--- src/rtl/spi_pkg.sv ---
// Shared constants and SPI mode decode helpers for the SPI peripheral.
package spi_pkg;

  localparam int unsigned ByteW = 8;

  localparam logic [0:0] StIdle   = 1'b0;
  localparam logic [0:0] StActive = 1'b1;

  function automatic logic mode_cpol(input int unsigned mode);
    return (mode == 2) || (mode == 3);
  endfunction

  function automatic logic mode_cpha(input int unsigned mode);
    return (mode == 1) || (mode == 3);
  endfunction

endpackage

--- src/rtl/spi_sync.sv ---
// Two-flop synchronizer for one asynchronous bit, with a configurable reset level.
module spi_sync #(
  parameter logic ResetVal = 1'b0
) (
  input  logic clk_i,
  input  logic rst_ni,
  input  logic d_i,
  output logic q_o
);

  logic meta_q;
  logic sync_q;

  always_ff @(posedge clk_i or negedge rst_ni) begin
    if (!rst_ni) begin
      meta_q <= ResetVal;
      sync_q <= ResetVal;
    end else begin
      meta_q <= d_i;
      sync_q <= meta_q;
    end
  end

  assign q_o = sync_q;

endmodule

--- src/rtl/spi_peripheral.sv ---
// SPI target: oversamples SCLK/CS/MOSI on i_Clk, MSB-first bytes, 1-entry TX holding register.
module spi_peripheral
  import spi_pkg::*;
#(
  parameter int unsigned SPI_MODE = 0
) (
  input  logic             i_Clk,
  input  logic             i_Rst_L,
  input  logic [ByteW-1:0] i_TX_Byte,
  input  logic             i_TX_DV,
  output logic             o_TX_Ready,
  output logic             o_RX_DV,
  output logic [ByteW-1:0] o_RX_Byte,
  output logic             o_TX_Underrun,
  input  logic             i_SPI_Clk,
  input  logic             i_SPI_CS_n,
  input  logic             i_SPI_MOSI,
  output logic             o_SPI_MISO,
  output logic             o_SPI_MISO_En
);

  localparam logic Cpol = mode_cpol(SPI_MODE);
  localparam logic Cpha = mode_cpha(SPI_MODE);

  logic sclk_s, cs_s, mosi_s;

  spi_sync #(.ResetVal(Cpol)) u_sync_sclk (
    .clk_i  (i_Clk),
    .rst_ni (i_Rst_L),
    .d_i    (i_SPI_Clk),
    .q_o    (sclk_s)
  );

  spi_sync #(.ResetVal(1'b1)) u_sync_cs (
    .clk_i  (i_Clk),
    .rst_ni (i_Rst_L),
    .d_i    (i_SPI_CS_n),
    .q_o    (cs_s)
  );

  spi_sync #(.ResetVal(1'b0)) u_sync_mosi (
    .clk_i  (i_Clk),
    .rst_ni (i_Rst_L),
    .d_i    (i_SPI_MOSI),
    .q_o    (mosi_s)
  );

  logic [0:0]       state_q, state_d;
  logic [1:0]       settle_q, settle_d;
  logic             armed_q, armed_d;
  logic             sclk_prev_q;
  logic [2:0]       bit_cnt_q, bit_cnt_d;
  logic [ByteW-1:0] rx_shift_q, rx_shift_d;
  logic [ByteW-1:0] rx_byte_q, rx_byte_d;
  logic             rx_dv_q, rx_dv_d;
  logic [ByteW-1:0] tx_shift_q, tx_shift_d;
  logic [ByteW-1:0] hold_q, hold_d;
  logic             hold_full_q, hold_full_d;
  logic             underrun_q, underrun_d;

  logic active, cs_fall, cs_rise, leading, trailing, sample, shift, load;

  // armed_q only sets once CS has been seen high after reset, so a CS held low
  // across reset release does not restart a transfer.
  assign active   = (state_q == StActive);
  assign cs_fall  = !active && armed_q && !cs_s;
  assign cs_rise  = active && cs_s;
  assign leading  = active && !cs_s && (sclk_prev_q == Cpol) && (sclk_s != Cpol);
  assign trailing = active && !cs_s && (sclk_prev_q != Cpol) && (sclk_s == Cpol);
  assign sample   = Cpha ? trailing : leading;
  assign shift    = Cpha ? leading : trailing;
  // A shift edge with the counter at 0 is always the first shift of a byte.
  assign load     = (!Cpha && cs_fall) || (shift && (bit_cnt_q == 3'd0));

  always_comb begin
    state_d     = state_q;
    settle_d    = (settle_q == 2'd2) ? settle_q : settle_q + 2'd1;
    armed_d     = armed_q | ((settle_q == 2'd2) && cs_s);
    bit_cnt_d   = bit_cnt_q;
    rx_shift_d  = rx_shift_q;
    rx_byte_d   = rx_byte_q;
    rx_dv_d     = 1'b0;
    tx_shift_d  = tx_shift_q;
    hold_d      = hold_q;
    hold_full_d = hold_full_q;
    underrun_d  = 1'b0;

    if (cs_fall) begin
      state_d = StActive;
    end else if (cs_rise) begin
      state_d    = StIdle;
      bit_cnt_d  = 3'd0;
      rx_shift_d = '0;
    end

    if (sample) begin
      rx_shift_d = {rx_shift_q[ByteW-2:0], mosi_s};
      bit_cnt_d  = bit_cnt_q + 3'd1;
      if (bit_cnt_q == 3'd7) begin
        rx_dv_d   = 1'b1;
        rx_byte_d = {rx_shift_q[ByteW-2:0], mosi_s};
      end
    end

    if (load) begin
      if (hold_full_q) begin
        tx_shift_d = hold_q;
      end else begin
        tx_shift_d = '1;
        underrun_d = 1'b1;
      end
      hold_full_d = 1'b0;
    end else if (shift) begin
      tx_shift_d = {tx_shift_q[ByteW-2:0], 1'b0};
    end

    // A new byte coinciding with a load lands after the old one moved out.
    if (i_TX_DV && (!hold_full_q || load)) begin
      hold_d      = i_TX_Byte;
      hold_full_d = 1'b1;
    end
  end

  always_ff @(posedge i_Clk or negedge i_Rst_L) begin
    if (!i_Rst_L) begin
      state_q     <= StIdle;
      settle_q    <= 2'd0;
      armed_q     <= 1'b0;
      sclk_prev_q <= Cpol;
      bit_cnt_q   <= 3'd0;
      rx_shift_q  <= '0;
      rx_byte_q   <= '0;
      rx_dv_q     <= 1'b0;
      tx_shift_q  <= '0;
      hold_q      <= '0;
      hold_full_q <= 1'b0;
      underrun_q  <= 1'b0;
    end else begin
      state_q     <= state_d;
      settle_q    <= settle_d;
      armed_q     <= armed_d;
      sclk_prev_q <= sclk_s;
      bit_cnt_q   <= bit_cnt_d;
      rx_shift_q  <= rx_shift_d;
      rx_byte_q   <= rx_byte_d;
      rx_dv_q     <= rx_dv_d;
      tx_shift_q  <= tx_shift_d;
      hold_q      <= hold_d;
      hold_full_q <= hold_full_d;
      underrun_q  <= underrun_d;
    end
  end

  assign o_TX_Ready    = !hold_full_q;
  assign o_RX_DV       = rx_dv_q;
  assign o_RX_Byte     = rx_byte_q;
  assign o_TX_Underrun = underrun_q;
  assign o_SPI_MISO    = tx_shift_q[ByteW-1];
  assign o_SPI_MISO_En = active;

endmodule

--- config.mk ---
export PLATFORM = sky130hd
export DESIGN_NAME = spi_peripheral
export DESIGN_NICKNAME = d
export VERILOG_FILES = /design/src/rtl/spi_pkg.sv /design/src/rtl/spi_sync.sv /design/src/rtl/spi_peripheral.sv
export SDC_FILE = /design/constraint.sdc
export NUM_CORES = 1
export LEC_CHECK = 0
export BUFFER_PORTS_ARGS = -buffer_cell sky130_fd_sc_hd__buf_2
export CAP_MARGIN = 20
export CORE_ASPECT_RATIO = 0.5
export CORE_MARGIN = 2
export CORE_UTILIZATION = 59
export CTS_BUF_LIST = sky130_fd_sc_hd__clkbuf_8
export DETAILED_ROUTE_END_ITERATION = 6
export GPL_TIMING_DRIVEN = 0
export MAX_ROUTING_LAYER = met4
export PLACE_DENSITY = 0.81
export SYNTH_ARGS = -nofsm -noshare
export SYNTH_HDL_FRONTEND = slang
export SYNTH_HIERARCHICAL = 1
export SYNTH_SLANG_ARGS = --single-unit
--- constraint.sdc ---
create_clock -name i_Clk -period 2 [get_ports i_Clk]
set_input_delay 0.2 -clock i_Clk [delete_from_list [all_inputs] [get_ports i_Clk]]
set_output_delay 0.2 -clock i_Clk [all_outputs]
set_load 0.01 [all_outputs]
# --- After elaboration in Yosys (flattened, before gate mapping) ---
# Index checks and enable logic that the tools add are counted.
totals:
  input_bits: 14
  output_inout_bits: 13
  ff_bits: 48
  elab_cells: 66
op_classes:
  n_addsub: 2
  reduce_logical: 23
  bitwise_logic: 3
  n_mux: 17
  n_eq_ne: 3
ops:
  columns: ["op", "n"]
  rows:
  - ["$mux W8", 3]
  - ["$mux W7", 3]
  - ["$logic_and A1 B1 Y1", 11]
  - ["$mux W3", 3]
  - ["$mux W1", 8]
  - ["$reduce_bool A2 Y1", 4]
  - ["$reduce_and A2 Y1", 2]
  - ["$add A3 B1 Y3 const B", 1]
  - ["$eq A3 B3 Y1 const B", 1]
  - ["$logic_not A1 Y1", 3]
  - ["$logic_not A3 Y1", 1]
  - ["$add A2 B1 Y2 const B", 1]
  - ["$eq A2 B2 Y1 const B", 1]
  - ["$logic_or A1 B1 Y1", 2]
  - ["$ne A2 B1 Y1 const B", 1]
  - ["$not A1 Y1", 2]
  - ["$or A1 B1 Y1", 1]

# --- Longest topological paths before layout ---
logic_depth:
  depth_word: 9
  mapped_depth: 7
  ltp_nobuf: 5

# --- Hierarchy ---
# The synthesis kept the hierarchy.
modules_own_cells:
  columns: ["mod", "cells_per_inst", "area_per_inst_um2", "seq_area_each_um2", "instances"]
  rows:
  - ["spi_peripheral", 165, 1908.1, 1051.0, 1]
  - ["spi_sync at u_sync_mosi ...", 2, 50.0, 50.0, 2]
  - ["spi_sync at u_sync_cs", 2, 52.6, 52.6, 1]

# --- Worst setup path before layout ---
# No wires, ideal clock.
synth_timing:
  kind: "register to register"
  start: "register state_q, in the netlist o_SPI_MISO_En"
  end: "register tx_shift_q[1]"
  synth_period_minus_slack_ps: 1539
  arrival_ps: 1412
  path_stages_with_launch: 6
  setup_slack_ps: 461
  path_buffers: 2
  setup_time_ps: 127
  t_required_ps: 1873
  path_cell_list: "dfrtp_1 or3b_1 buf_2 buf_2 a211oi_1 o31ai_1"
synth_via:
  elab_chain_cells: 6
  elab_cells_between_ends: 10
  cone_classes: "mux (1); reduce/logical (9)"
synth_rtl:
  columns: ["element", "line", "rtl"]
  rows:
  - ["from (decl)", "spi_peripheral.sv:48", "logic [0:0] state_q, state_d;"]
  - ["from (signal assigned)", "spi_peripheral.sv:126", "state_q <= StIdle;"]
  - ["from (signal assigned)", "spi_peripheral.sv:139", "state_q <= state_d;"]
  - ["$logic_and A1 B1 Y1 (3 in a row)", "spi_peripheral.sv:69", "assign trailing = active && !cs_s && (sclk_prev_q != Cpol) && (sclk_s == Cpol);"]
  - ["$logic_and A1 B1 Y1", "spi_peripheral.sv:73", "assign load = (!Cpha && cs_fall) || (shift && (bit_cnt_q == 3'd0));"]
  - ["$logic_or A1 B1 Y1", "spi_peripheral.sv:73", null]
  - ["$mux W8 / $reduce_bool A2 Y1 (equally long branches)", null, null]
  - ["to (signal assigned)", "spi_peripheral.sv:147", "tx_shift_q <= tx_shift_d;"]
  - ["to (decl)", "spi_peripheral.sv:56", "logic [ByteW-1:0] tx_shift_q, tx_shift_d;"]
# Several ways; a longest one is shown, not always the timed one.
# A chain may end at the register's enable or synchronous reset.

# --- Worst setup path in the final report ---
layout_timing:
  start: "register u_sync_cs.sync_q, in the netlist u_sync_cs/q_o"
  end: "register hold_q[6]"
layout_via:
  elab_chain_cells: 8
  elab_cells_between_ends: 9
  cone_classes: "reduce/logical (9)"
layout_rtl:
  columns: ["element", "line", "rtl"]
  rows:
  - ["from (decl)", "spi_sync.sv:12", "logic sync_q;"]
  - ["from (signal assigned)", "spi_sync.sv:17", "sync_q <= ResetVal;"]
  - ["from (signal assigned)", "spi_sync.sv:20", "sync_q <= meta_q;"]
  - ["$logic_not A1 Y1 (*)", "spi_peripheral.sv:66, spi_peripheral.sv:69", null]
  - ["$logic_and A1 B1 Y1 (3 in a row)", "spi_peripheral.sv:69", null]
  - ["$logic_and A1 B1 Y1", "spi_peripheral.sv:73", null]
  - ["$logic_or A1 B1 Y1 (*)", "spi_peripheral.sv:73", null]
  - ["$logic_or A1 B1 Y1 (*)", "spi_peripheral.sv:118", "if (i_TX_DV && (!hold_full_q || load)) begin"]
  - ["$logic_and A1 B1 Y1 (*)", "spi_peripheral.sv:118", null]
  - ["to (signal assigned)", "spi_peripheral.sv:148", "hold_q <= hold_d;"]
  - ["to (decl)", "spi_peripheral.sv:57", "logic [ByteW-1:0] hold_q, hold_d;"]
# Mark *: on every way between the ends. The rest lies on a longest branch, timed or not.

==> impl_results.md <==
* Sequential element share of the synthesized area at roughly three fifths
* Yosys reg bits at 48
* Post-Syn Area at about 0.0021 mm^2
* First-pass GRT wire length at ~6.0 mm
* Mapped Avg Cell Area at 12.1 um^2
* Die Footprint at about 0.0040 mm^2
* Area Overhead vs Synth at 17.1%
* Tightest Pin Transition at about 0.9 ns
* Fillers at ~250
* Worst hold path endpoint: hold_q[4]
* Total routed wirelength at between 3 and 4 mm
* Metal3 WL at 163 um
* GPL Wtd Cong at 0.820
* M1 WL at approximately 1.8 mm
* Largest stage delay on the critical path at 0.53 ns
* Fin crit share at between 80% and 90%
* Num rows at 15
* CTS Buf Count at 5
* Final setup vio count at 0
* Initial antenna violation count at 0
* Die Y at roughly 46 um
* Met2 routed WL at approximately 1.7 mm
* Worst hold start: i_TX_Byte[4]
* Design Area, Final at approximately 0.0024 mm^2
* Post-route DRC at 0
* Critical path endpoint category: register
* Worst Path Arrival at a little under 2 ns
* Worst-path fanout max at 10
* Power Density at around 840 mW/mm^2
* Crit-path slowest cell: dfstp_2
* Reg-to-Reg Start: u_sync_cs/q_o
* Hold Path Class: in -> reg
* ANT cells at 0
* Total track usage at 20.6%
* Hold depth at 3
* Largest net degree at the start of global routing at just under 50
* DRT Pass-1 Iters at 4
* DR vias at around 1500
* RR Endpoint: hold_q[6]
* R2R depth at 6
* Root Buffer: clkbuf_8
* Via/cell ratio at approximately 5.6
* Fmax achieved at between 500 and 600 MHz
* TNS Setup at 0 ns
* Sink Count at 48
* Routed Antenna Nets at 0
* IO buf count at 26
* Relative slew margins at between 30% and 40%
* Grt ovf at 0
* Clock-pin transition on the worst setup and hold timing paths at about 0.090 ns
* Area post-placement at roughly 0.0023 mm^2
* VDD IR-drop max at roughly 0.55 mV
* Leakage at about 1.1 nW
* Post-route clock skew at ~0.0053 ns
* Unrepaired setup endpoints after global routing: no
* Number of flops mapped to enable cells by yosys at 0
* Worst-case clock buffer depth at 2
* Startpoint Class: register
* Via count of the first global-routing pass at about 1300
* Worst-Skew Late Latency at ~0.29 ns
* H-tree depth at 2
* Total Nets Final at approximately 230
* Synth async-reset ratio at between 90% and 100%
* Worst R2R Setup Slack at ~0.25 ns
* Chip Width at 87.6 um
* DR top layer: met4
* CP cell instances: buf_6, nand4bb_1, buf_2, buf_1, o2111ai_1, o211ai_1
* Critical path class: reg -> reg
* Outcome: complete, no violations
* Warnings, synthesis at 6
* Worst EP required at 2.21 ns
* TritonCTS clock tree: yes
* Share of layout cells above drive strength 1 at around a quarter
* Max Cap Violations at 0
* Initial Utilization at 60.7%
* DR WL/cell at 14.1 um
* Fin. max-slew vios at 0
* Area of the core at 0.00340 mm^2
* DR iter-0 viols at 69
* HPWL after DPL at ~2.5 mm
* Cell variety after synth at 33
* Syn nets at 189
* Hold Vio Cnt, Final at 0
* Tmin final at between 1.5 and 2 ns
* Syn Inst Count at 171
* PostCTS Resize Cnt at 0
* Most common flop cell mapped by yosys: dfrtp_1
* IO Pins at 27
[cell usage after synthesis (2+ instances only)]
master / n / share of area, %
o211ai_1: 8 / 2.9
dfstp_2: 2 / 2.6
mux2_2: 9 / 4.9
ha_1: 4 / 2.4
nand3_1: 8 / 1.9
nor2_1: 2 / 0.36
buf_1: 2 / 0.36
dfrtp_1: 46 / 56
nor2b_1: 2 / 0.61
o21ai_0: 2 / 0.49
buf_6: 2 / 1.1
nand2_1: 10 / 1.8
nor3_1: 7 / 1.7
clkbuf_1: 5 / 0.91
a211oi_1: 8 / 2.9
o2111ai_1: 8 / 3.4
nand2b_1: 9 / 2.7
buf_2: 5 / 1.2
a22o_1: 9 / 3.8
inv_1: 4 / 0.73
o31ai_1: 7 / 2.6
[report_power, final]
group / switching, W / internal (W) / leakage (nW) / total (W)
combinational: 0.000159 / 0.000132 / 0.486 / 0.000291
sequential: 0.0000667 / 0.00106 / 0.597 / 0.00113
clock: 0.000323 / 0.000280 / 0.0434 / 0.000603
[cell type report]
type / count / area [um^2] / share of cell area [%]
Sequential cell: 48 / 1200 / 49.9
Multi-Input combinational cell: 104 / 764 / 31.7
Timing Repair Buffer: 31 / 190 / 7.88
Clock buffer: 6 / 82.6 / 3.42
Buffer: 14 / 73.8 / 3.06
Tap cell: 51 / 63.8 / 2.65
Inverter: 5 / 18.8 / 0.778
Clock inverter: 2 / 15.0 / 0.622
[timing repair]
item,CTS,global route
setup buffers,0,0
endpoints found under the hold margin,1,20
hold buffers,1,3
[critical path: cells and delay by family (launching register included)]
family,cells,cell delay [ns]
AND/OR/NAND/NOR,1,0.11
AO/OA/AOI/OAI,2,0.35
buffers and inverters,3,0.67
flip-flops,1,0.53
[layout by cell type (no fill, tap or decap), types with 4 or more instances in the layout]
master	Yosys	layout
dfrtp_1	46	46
o2111ai_1	8	8
a22o_1	9	9
o31ai_1	7	7
mux2_2	9	9
nand2b_1	9	9
ha_1	4	4
inv_1	4	4
clkbuf_8	0	6
dlygate4sd3_1	0	4
a211oi_1	8	8
nand2_1	10	10
nor3_1	7	7
o211ai_1	8	8
clkbuf_1	5	5
buf_2	5	31
nand3_1	8	8
[metrics by stage]
step	util, %	power [W]	instances	setup slack (ns)	hold slack [ns]
floorplan	-	0.00133	171	0.461	-0.0956
global placement	66.4	0.00141	248	0.322	0.306
detailed placement	66.4	0.00143	248	0.285	0.306
CTS	69.5	0.00203	257	0.260	0.000270
global route	71.0	0.00213	261	0.0942	0.160
finish	71.0	0.00203	261	0.247	0.170
[worst max-delay path by stage]
stage	depth (start not counted)	from	endpoint	slack (ns)
2_1_floorplan	5	o_SPI_MISO_En	tx_shift_q[1]	0.46
3_3_place_gp	6	u_sync_cs/q_o	hold_q[6]	0.32
3_5_place_dp	7	bit_cnt_q[0]	tx_shift_q[2]	0.29
4_1_cts	3	hold_full_q	o_TX_Ready	0.26
5_1_grt	7	bit_cnt_q[0]	tx_shift_q[2]	0.09
6_report	6	u_sync_cs/q_o	hold_q[6]	0.25
[logic make-up after synthesis]
group | after synthesis | synth area share, %
flip-flops | 48 | 58.4
AO/OA/AOI/OAI | 46 | 17.5
AND/OR/NAND/NOR | 44 | 11.8
buffers and inverters | 19 | 4.49
multiplexers | 9 | 4.92
adder cells (fa/ha/maj) | 4 | 2.43
XOR/XNOR | 1 | 0.425
[state kept, by name (all words and copies together) (netlist names), 2 cells and up]
register	flops
settle_q	2
hold_q	8
tx_shift_q	8
o_RX_Byte	8
bit_cnt_q	3
rx_shift_q	7
[routing by layer]
metal,global-route usage (%),vias up
met5,-,-
met4,6.15,0
met3,6.34,2
met2,33.3,29
li1,-,713
met1,25.7,720
No activity file was read; power rests on OpenSTA's default activity.
